### src/rtl/cim_scan_responder_if.sv
// Scan-protocol bundle between the harness (master) and the CIM scan responder (slave).
//   i_scan_in      serial frame data, LSB first
//   i_se           scan enable, shift while high
//   i_update       single-cycle commit strobe
//   i_capture      single-cycle capture strobe
//   i_capture_data parallel CIM result sampled on capture
//   o_scan_out     registered serial output, MSB of output chain first
//   o_update_data  shadow register (last committed frame)
//   o_update_valid one-cycle pulse when the shadow register loads
//   o_shift_count  saturating shift counter since last update/capture
//   o_frame_done   one-cycle pulse when the count reaches SCAN_IN_WIDTH
//   o_err          sticky protocol error
//   o_state        FSM state: 0=IDLE, 1=SHIFT, 2=COMMIT
interface cim_scan_responder_if #(
    parameter int unsigned SCAN_IN_WIDTH  = 128,
    parameter int unsigned SCAN_OUT_WIDTH = 129,
    parameter int unsigned CNT_W          = $clog2(SCAN_IN_WIDTH + 2)
);
    logic                      i_scan_in;
    logic                      i_se;
    logic                      i_update;
    logic                      i_capture;
    logic [SCAN_OUT_WIDTH-1:0] i_capture_data;
    logic                      o_scan_out;
    logic [SCAN_IN_WIDTH-1:0]  o_update_data;
    logic                      o_update_valid;
    logic [CNT_W-1:0]          o_shift_count;
    logic                      o_frame_done;
    logic                      o_err;
    logic [1:0]                o_state;

    modport master (
        output i_scan_in, i_se, i_update, i_capture, i_capture_data,
        input  o_scan_out, o_update_data, o_update_valid, o_shift_count,
               o_frame_done, o_err, o_state
    );

    modport slave (
        input  i_scan_in, i_se, i_update, i_capture, i_capture_data,
        output o_scan_out, o_update_data, o_update_valid, o_shift_count,
               o_frame_done, o_err, o_state
    );
endinterface

### src/rtl/cim_scan_responder.sv
// CIM-side scan chain responder: shifts serial frames into a capture register,
// commits full frames to a shadow register on update, and serializes parallel
// CIM results (loaded on capture) out MSB first.
//   i_har_clk    single clock, all activity on the rising edge
//   i_har_reset  asynchronous active-high reset
//   bus          scan protocol bundle (slave side), see cim_scan_responder_if
module cim_scan_responder #(
    parameter int unsigned SCAN_IN_WIDTH  = 128,
    parameter int unsigned SCAN_OUT_WIDTH = 129,
    parameter int unsigned CNT_W          = $clog2(SCAN_IN_WIDTH + 2)
) (
    input  logic                 i_har_clk,
    input  logic                 i_har_reset,
    cim_scan_responder_if.slave  bus
);

    typedef enum logic [1:0] {
        IDLE   = 2'd0,
        SHIFT  = 2'd1,
        COMMIT = 2'd2
    } state_t;

    localparam logic [CNT_W-1:0] FULL_CNT = CNT_W'(SCAN_IN_WIDTH);
    localparam logic [CNT_W-1:0] PRE_FULL = CNT_W'(SCAN_IN_WIDTH - 1);

    state_t                    state;
    state_t                    state_next;
    logic [SCAN_IN_WIDTH-1:0]  in_sreg;
    logic [SCAN_OUT_WIDTH-1:0] out_sreg;
    logic [SCAN_IN_WIDTH-1:0]  shadow;
    logic [CNT_W-1:0]          count;
    logic                      scan_out;
    logic                      update_valid;
    logic                      frame_done;
    logic                      err;

    always_ff @(posedge i_har_clk or posedge i_har_reset) begin
        if (i_har_reset) begin
            state <= IDLE;
        end else begin
            state <= state_next;
        end
    end

    always_comb begin
        state_next = state;
        case (state)
            IDLE: begin
                if (bus.i_se) begin
                    state_next = SHIFT;
                end else if (bus.i_update) begin
                    state_next = COMMIT;
                end
            end
            SHIFT: begin
                if (!bus.i_se) begin
                    state_next = IDLE;
                end
            end
            COMMIT: begin
                state_next = bus.i_se ? SHIFT : IDLE;
            end
            default: state_next = IDLE;
        endcase
    end

    // Datapath reacts to i_se / strobes in every state; the FSM only tracks phase.
    always_ff @(posedge i_har_clk or posedge i_har_reset) begin
        if (i_har_reset) begin
            in_sreg      <= '0;
            out_sreg     <= '0;
            shadow       <= '0;
            count        <= '0;
            scan_out     <= 1'b0;
            update_valid <= 1'b0;
            frame_done   <= 1'b0;
            err          <= 1'b0;
        end else begin
            update_valid <= 1'b0;
            frame_done   <= 1'b0;
            if (bus.i_se) begin
                in_sreg  <= {bus.i_scan_in, in_sreg[SCAN_IN_WIDTH-1:1]};
                out_sreg <= {out_sreg[SCAN_OUT_WIDTH-2:0], 1'b0};
                // Register the post-shift MSB so o_scan_out always mirrors the
                // head of the output chain: bit n is visible after shift edge n.
                scan_out <= out_sreg[SCAN_OUT_WIDTH-2];
                if (count != '1) begin
                    count <= count + 1'b1;
                end
                // Only the step W-1 -> W pulses; saturation past W never re-enters it.
                if (count == PRE_FULL) begin
                    frame_done <= 1'b1;
                end
                if (bus.i_update || bus.i_capture) begin
                    err <= 1'b1;
                end
            end else begin
                if (bus.i_update) begin
                    if (count == FULL_CNT) begin
                        shadow       <= in_sreg;
                        update_valid <= 1'b1;
                    end else begin
                        err <= 1'b1;
                    end
                    count <= '0;
                end
                if (bus.i_capture) begin
                    out_sreg <= bus.i_capture_data;
                    scan_out <= bus.i_capture_data[SCAN_OUT_WIDTH-1];
                    count    <= '0;
                end
            end
        end
    end

    assign bus.o_scan_out     = scan_out;
    assign bus.o_update_data  = shadow;
    assign bus.o_update_valid = update_valid;
    assign bus.o_shift_count  = count;
    assign bus.o_frame_done   = frame_done;
    assign bus.o_err          = err;
    assign bus.o_state        = state;

endmodule
### src/flat_wrapper.sv
// flat-port wrapper written by rule: the top's interface ports become plain ports
module cim_scan_responder_flat 
#(
    parameter int unsigned SCAN_IN_WIDTH  = 128,
    parameter int unsigned SCAN_OUT_WIDTH = 129,
    parameter int unsigned CNT_W          = $clog2(SCAN_IN_WIDTH + 2)
)
  (i_har_clk, i_har_reset, bus_i_scan_in, bus_i_se, bus_i_update, bus_i_capture, bus_i_capture_data, bus_o_scan_out, bus_o_update_data, bus_o_update_valid, bus_o_shift_count, bus_o_frame_done, bus_o_err, bus_o_state);
  cim_scan_responder_if #(.SCAN_IN_WIDTH(SCAN_IN_WIDTH), .SCAN_OUT_WIDTH(SCAN_OUT_WIDTH), .CNT_W(CNT_W)) bus_i ();
  input  logic i_har_clk;
  input  logic i_har_reset;
  input wire logic [$bits(bus_i.i_scan_in)-1:0] bus_i_scan_in;
  input wire logic [$bits(bus_i.i_se)-1:0] bus_i_se;
  input wire logic [$bits(bus_i.i_update)-1:0] bus_i_update;
  input wire logic [$bits(bus_i.i_capture)-1:0] bus_i_capture;
  input wire logic [$bits(bus_i.i_capture_data)-1:0] bus_i_capture_data;
  output wire logic [$bits(bus_i.o_scan_out)-1:0] bus_o_scan_out;
  output wire logic [$bits(bus_i.o_update_data)-1:0] bus_o_update_data;
  output wire logic [$bits(bus_i.o_update_valid)-1:0] bus_o_update_valid;
  output wire logic [$bits(bus_i.o_shift_count)-1:0] bus_o_shift_count;
  output wire logic [$bits(bus_i.o_frame_done)-1:0] bus_o_frame_done;
  output wire logic [$bits(bus_i.o_err)-1:0] bus_o_err;
  output wire logic [$bits(bus_i.o_state)-1:0] bus_o_state;
  assign bus_i.i_scan_in = bus_i_scan_in;
  assign bus_i.i_se = bus_i_se;
  assign bus_i.i_update = bus_i_update;
  assign bus_i.i_capture = bus_i_capture;
  assign bus_i.i_capture_data = bus_i_capture_data;
  assign bus_o_scan_out = bus_i.o_scan_out;
  assign bus_o_update_data = bus_i.o_update_data;
  assign bus_o_update_valid = bus_i.o_update_valid;
  assign bus_o_shift_count = bus_i.o_shift_count;
  assign bus_o_frame_done = bus_i.o_frame_done;
  assign bus_o_err = bus_i.o_err;
  assign bus_o_state = bus_i.o_state;
  cim_scan_responder #(.SCAN_IN_WIDTH(SCAN_IN_WIDTH), .SCAN_OUT_WIDTH(SCAN_OUT_WIDTH), .CNT_W(CNT_W)) u_core (.i_har_clk(i_har_clk), .i_har_reset(i_har_reset), .bus(bus_i));
endmodule
### config.mk
export PLATFORM = sky130hd
export DESIGN_NAME = cim_scan_responder_flat
export DESIGN_NICKNAME = d
export VERILOG_FILES = /design/src/rtl/cim_scan_responder_if.sv /design/src/rtl/cim_scan_responder.sv /design/src/flat_wrapper.sv
export SDC_FILE = /design/constraint.sdc
export NUM_CORES = 1
export LEC_CHECK = 0
export ABC_AREA = 1
export CORE_MARGIN = 10
export CORE_UTILIZATION = 57
export CTS_CLUSTER_SIZE = 28
export DETAILED_ROUTE_END_ITERATION = 10
export PLACE_DENSITY = 0.88
export SYNTH_ARGS = -nofsm -noshare
export SYNTH_HDL_FRONTEND = slang
export SYNTH_SLANG_ARGS = --single-unit
### constraint.sdc
create_clock -name i_har_clk -period 35.6 [get_ports i_har_clk]
set_input_delay 3.56 -clock i_har_clk [delete_from_list [all_inputs] [get_ports i_har_clk]]
set_output_delay 3.56 -clock i_har_clk [all_outputs]
set_load 0.03 [all_outputs]
Yosys cells after proc, flatten, opt, wreduce, memory -nomap -nowiden
Cells that the tools add are included.

word-level totals
  logic and storage cells = 52
  bits of input ports = 135
  bits in registers = 398
  output and inout port bits = 142

operators by class
  reduce and logical (&&, ||, !) cells = 9
  $add $sub $neg = 1
  eq/ne operators = 10
  bitwise logic cells = 1
  multiplexer cells = 22

operators by type and width
  kind                 number
  $mux 128             2
  $mux 8               4
  $mux 1               12
  $add 8x1->8 const B  1
  $eq 8x7->1 const B   1
  $eq 8x8->1 const B   1
  $ne 8x8->1 const B   1
  $mux 2               3
  $pmux 2 s3           1
  $reduce_and 3->1     2
  $ne 2x1->1 const B   2
  $ne 2x2->1 const B   2
  $reduce_and 2->1     2
  $reduce_bool 2->1    2
  $ne 3x3->1 const B   1
  $reduce_bool 3->1    1
  $eq 2x1->1 const B   1
  $eq 2x2->1 const B   1
  $logic_not 2->1      1
  $logic_or 1x1->1     1
  $not 1->1            1

Depth between registers and ports, before layout
  depth after elaboration = 4
  gate-level depth with buffers = 9

Worst setup path before layout
No wires, ideal clock.

  path kind = in2reg
  start = in bus_i_se
  end = reg u_core.scan_out, in the netlist u_core.bus.o_scan_out
  path buffers = 4
  setup slack = 31.064 ns
  arrival = 4.414 ns
  required time = 35.478 ns
  stages on the path = 8
  path through = buf_4 > inv_2 > buf_4 > nand2_2 > buf_4 > buf_2 > o22ai_1 > nor2_1

between the ends
  longest elaborated chain between the ends = 1
  elaborated cells on any way between the ends = 2
  those cells by class = mux: 1; reduce/logical: 1

RTL lines
  element                                             line                       source
  from (decl)                                         flat_wrapper.sv:13         input wire logic [$bits(bus_i.i_se)-1:0] bus_i_se;
  $mux 1 / $reduce_bool 2->1 (equally long branches)  -
  to (signal assigned)                                cim_scan_responder.sv:86   scan_out <= out_sreg[SCAN_OUT_WIDTH-2];
  to (signal assigned)                                cim_scan_responder.sv:109  scan_out <= bus.i_capture_data[SCAN_OUT_WIDTH-1];
  to (decl)                                           cim_scan_responder.sv:32   logic scan_out;

Parallel ways exist; a longest one is shown, timed or not.
A chain may end at the register's enable or synchronous reset.

Final worst setup path
  start = in bus_i_se
  end = reg u_core.shadow[72], in the netlist u_core.bus.o_update_data[72]

between the ends
  longest elaborated chain between the ends = 2

RTL lines
  element                            line                       source
  $not 1->1 (no source line)         -
  $reduce_and 3->1 (no source line)  -
  to (signal assigned)               cim_scan_responder.sv:100  shadow <= in_sreg;
  to (decl)                          cim_scan_responder.sv:30   logic [SCAN_IN_WIDTH-1:0] shadow;

No other way between the ends.

==> results list <==
- The flow ran to the end, and the final reports show no timing, DRC or antenna violations.
* Post-CTS repair timing setup buffer count: 0
- The H-tree generated during clock tree synthesis spans 2 levels.
- Port Buf Inserts: 276
* Placer Congestion: 0.8358
- The root buffer cell chosen for the clock tree is clkbuf_16.
* Placed wire-length estimate after detailed placement: 25880 um
- Critical path capture point type: register
* Highest clock frequency the design can meet: 153.5 MHz
- Average wire length per cell after detail routing: 16.97 um
- Setup-violating endpoint count in the final report: 0
* Share of post-route cells with drive strength above 1: 3.897%
* Growth of design area from synthesis to finish: 25.52%
- Post-Synthesis Mean Instance Area: 8.913 um2
* DR iter-0 viols: 1337
- Rel. slew slack: 27.59%
* Number of buffers inserted during clock tree synthesis: 40
- Number of core rows: 61
* Overall die width: 187.1 um
- The final layout contains 2136 nets.
* Startpoint of the most critical register-to-register path: u_core.bus.o_shift_count[0]
- Setup ws final: 29.09 ns
- The die is 187.1 um tall.
* Gate Count Post-Synth: 1786
* Non-Filler Cell Area, Final: 19980 um2
- In this run the worst path has a maximum fanout of 161.
* Die Outline Area: 35010 um2
- Number of unique standard cell types used by synthesis: 22
* Max-cap violations: 0
* Hold bufs inserted after CTS: 0
* Unrepaired setup endpoints after global routing: no
- For the finished layout, the period the worst path requires is 6.515 ns.
- Worst setup slack after placement: 28.64 ns
- Mapped cell area: 15920 um2
- Routed vias/inst: 5.475
* Number of gates given a new drive strength after cts: 0
- Clock edge transition at the registers on the reported setup and hold paths: 0.06 ns
* Worst setup path class: primary input to register
- Core Box Area: 27710 um2
* Top area cells in the synthesized netlist: dfrtp_1, nand2_1, nor3_1
* Remaining routing DRC violations: 0
- Counting tap cells, the placed design contains a total of 2335 instances.
- For this block, wires on met1 add up to 16450 um.
* Maximum number of pins on one net before global-route repair: 188
* Final hold violations: 0
- GRT overflow: 0
- Final wirelength: 40810 um
- 277 I/O pins were placed.
- During synthesis, Yosys emitted a total of 0 warnings.
- Most used DFF post-synth: dfrtp_1
- Final number of max-transition violations: 0
- Fraction of the yosys area taken by sequential cells: 62.57%
- Total nets after synthesis: 1923
- Arrival time at the worst endpoint: 6.97 ns
* Initial DRT Pass Iterations: 7
- The routed design uses 19940 um of met2 wire.
- For the pin with the worst max-slew slack, the measured transition is 1.086 ns.
* Dpl cell area: 18680 um2
- Total via count in the routed design: 13.17k
- 0 antenna diodes ended up in the layout.
* Area leader, netlist: dfrtp_1
- Worst EP required: 36.05 ns
- Async set-reset flop share out of synthesis: 100.0%
* Slack of the worst reg-to-reg path: 32.52 ns
- The worst setup path is launched from a primary input.
- Final clock period utilization by the worst path: 18.30%
- Setup crit start: bus_i_se
- Antenna violation net count after detailed routing: 0
* Setup_tns: 0 ns
- Clock latency reported for the late side of the worst-skew pair: 0.53 ns
* Total GRT Usage: 22.70%
- TritonCTS built the clock tree.
- Origin of the worst min-delay path: u_core.in_sreg[103]
- The top cell type by area accounts for 62.57% of the synthesized area.
- Via count of the first global-routing pass: 13.27k
- The highest metal layer carrying signal wires in the routed design is met4.
* Max Root-Sink Buffers: 3
- Power density relative to cell area: 51.84 nW/um2
- VDD sags by at most 0.03444 mV.
- After detailed routing, the met3 layer carries 3494 um of wire.
- Excluding fillers, the count of instances in the completed layout stands at 2405.
- The initial antenna violation count is 0.
- First-pass GRT wire length: 67100 um
* Worst-case clock skew: 0.01522 ns
- At the end of the flow the core is filled with cells to 72.11%.
- In this run the worst hold path is classified as register to register.
* Initial Utilization: 57.45%
- Number of synthesized flops with an enable pin: 0
* Synthesized flop and latch total: 398
- Clock tree synthesis found a total of 398 sinks.
- LEAKAGE: 9.207 nW
[cell families (layout without fill, tap and decap cells)]
logic type / count (synthesis) / after routing / synth area share (%)
compound gates: 160 / 160 / 5.274
fa+ha+maj: 2 / 2 / 0.1572
flops: 398 / 398 / 62.57
simple gates: 1036 / 1036 / 26.55
buf+inv: 190 / 431 / 5.447
[power breakdown]
| group | total (mW) | internal (mW) | switching (mW) |
|---|---|---|---|
| Sequential | 0.526 | 0.496 | 0.0298 |
| Combinational | 0.0955 | 0.0390 | 0.0565 |
| Clock | 0.414 | 0.243 | 0.171 |
[cells in the final DEF (no fill, tap or decap), types with 2 or more instances in the layout]
master	instances
bufinv_16	2
clkbuf_16	40
nand2_4	2
inv_1	73
clkdlybuf4s50_1	275
dfrtp_1	398
buf_4	8
nor2_1	240
o21ai_0	131
nor3_1	234
ha_1	2
clkbuf_8	11
o22ai_1	24
a21oi_1	2
nand2_1	539
clkinv_2	7
nand3_1	17
clkbuf_1	9
inv_8	2
[final timing paths]
check / cells past startpoint / endpoint
setup reg to reg: 7 / u_core.bus.o_update_data[72]
min in group asynchronous: 2 / u_core.out_sreg[3]
max in group asynchronous: 4 / u_core.bus.o_update_data[70]
hold reg to reg: 2 / u_core.bus.o_update_data[103]
hold / removal: 2 / u_core.bus.o_update_data[103]
setup / recovery: 7 / u_core.bus.o_update_data[72]
[critical path, cell delays in order]
cell and delay [ns]:
clkbuf_8 0.33, inv_8 0.67, nand2_2 0.17, nor3_4 0.82, buf_4 0.93, nand2_1 0.19, nand2_1 0.13
[area by class of cell]
type,count,area (um2)
clock buffers,59,1172
clock inverters,11,122.6
fillers,1898,7726
inverters,76,301.5
multi-input cells,1198,5104
flip-flops and latches,398,9960
well taps,378,473.0
repair buffers,285,2846
[sequential cells by signal (all words and copies together) (netlist names)]
signal                     cells
u_core.bus.o_update_data     128
u_core.bus.o_frame_done        1
u_core.in_sreg               128
u_core.bus.o_err               1
u_core.bus.o_state             2
u_core.bus.o_scan_out          1
u_core.bus.o_update_valid      1
u_core.bus.o_shift_count       8
u_core.out_sreg              128
[through the flow]
step	total power, mW	hold slack, ns
floorplan	0.5877	0.4419
global placement	0.6197	0.4481
detailed placement	0.6269	0.4524
CTS	1.040	0.4620
global route	1.077	0.4725
finish	1.036	0.4557
[cell usage after synthesis (3+ instances only)]
master / count
buf_4: 28
clkbuf_1: 44
buf_1: 3
nor3_1: 234
dfrtp_1: 398
inv_1: 75
nand2_1: 540
buf_2: 39
nand3_1: 17
o21ai_0: 131
o22ai_1: 24
nor2_1: 240
[metal layers]
layer  up-vias  GRT usage [%]
met4         0          6.172
met1      6412          28.87
li1       6113              -
met3        80          6.413
met2       563          37.40
met5         -              0
(Power assumes the default switching activity.)
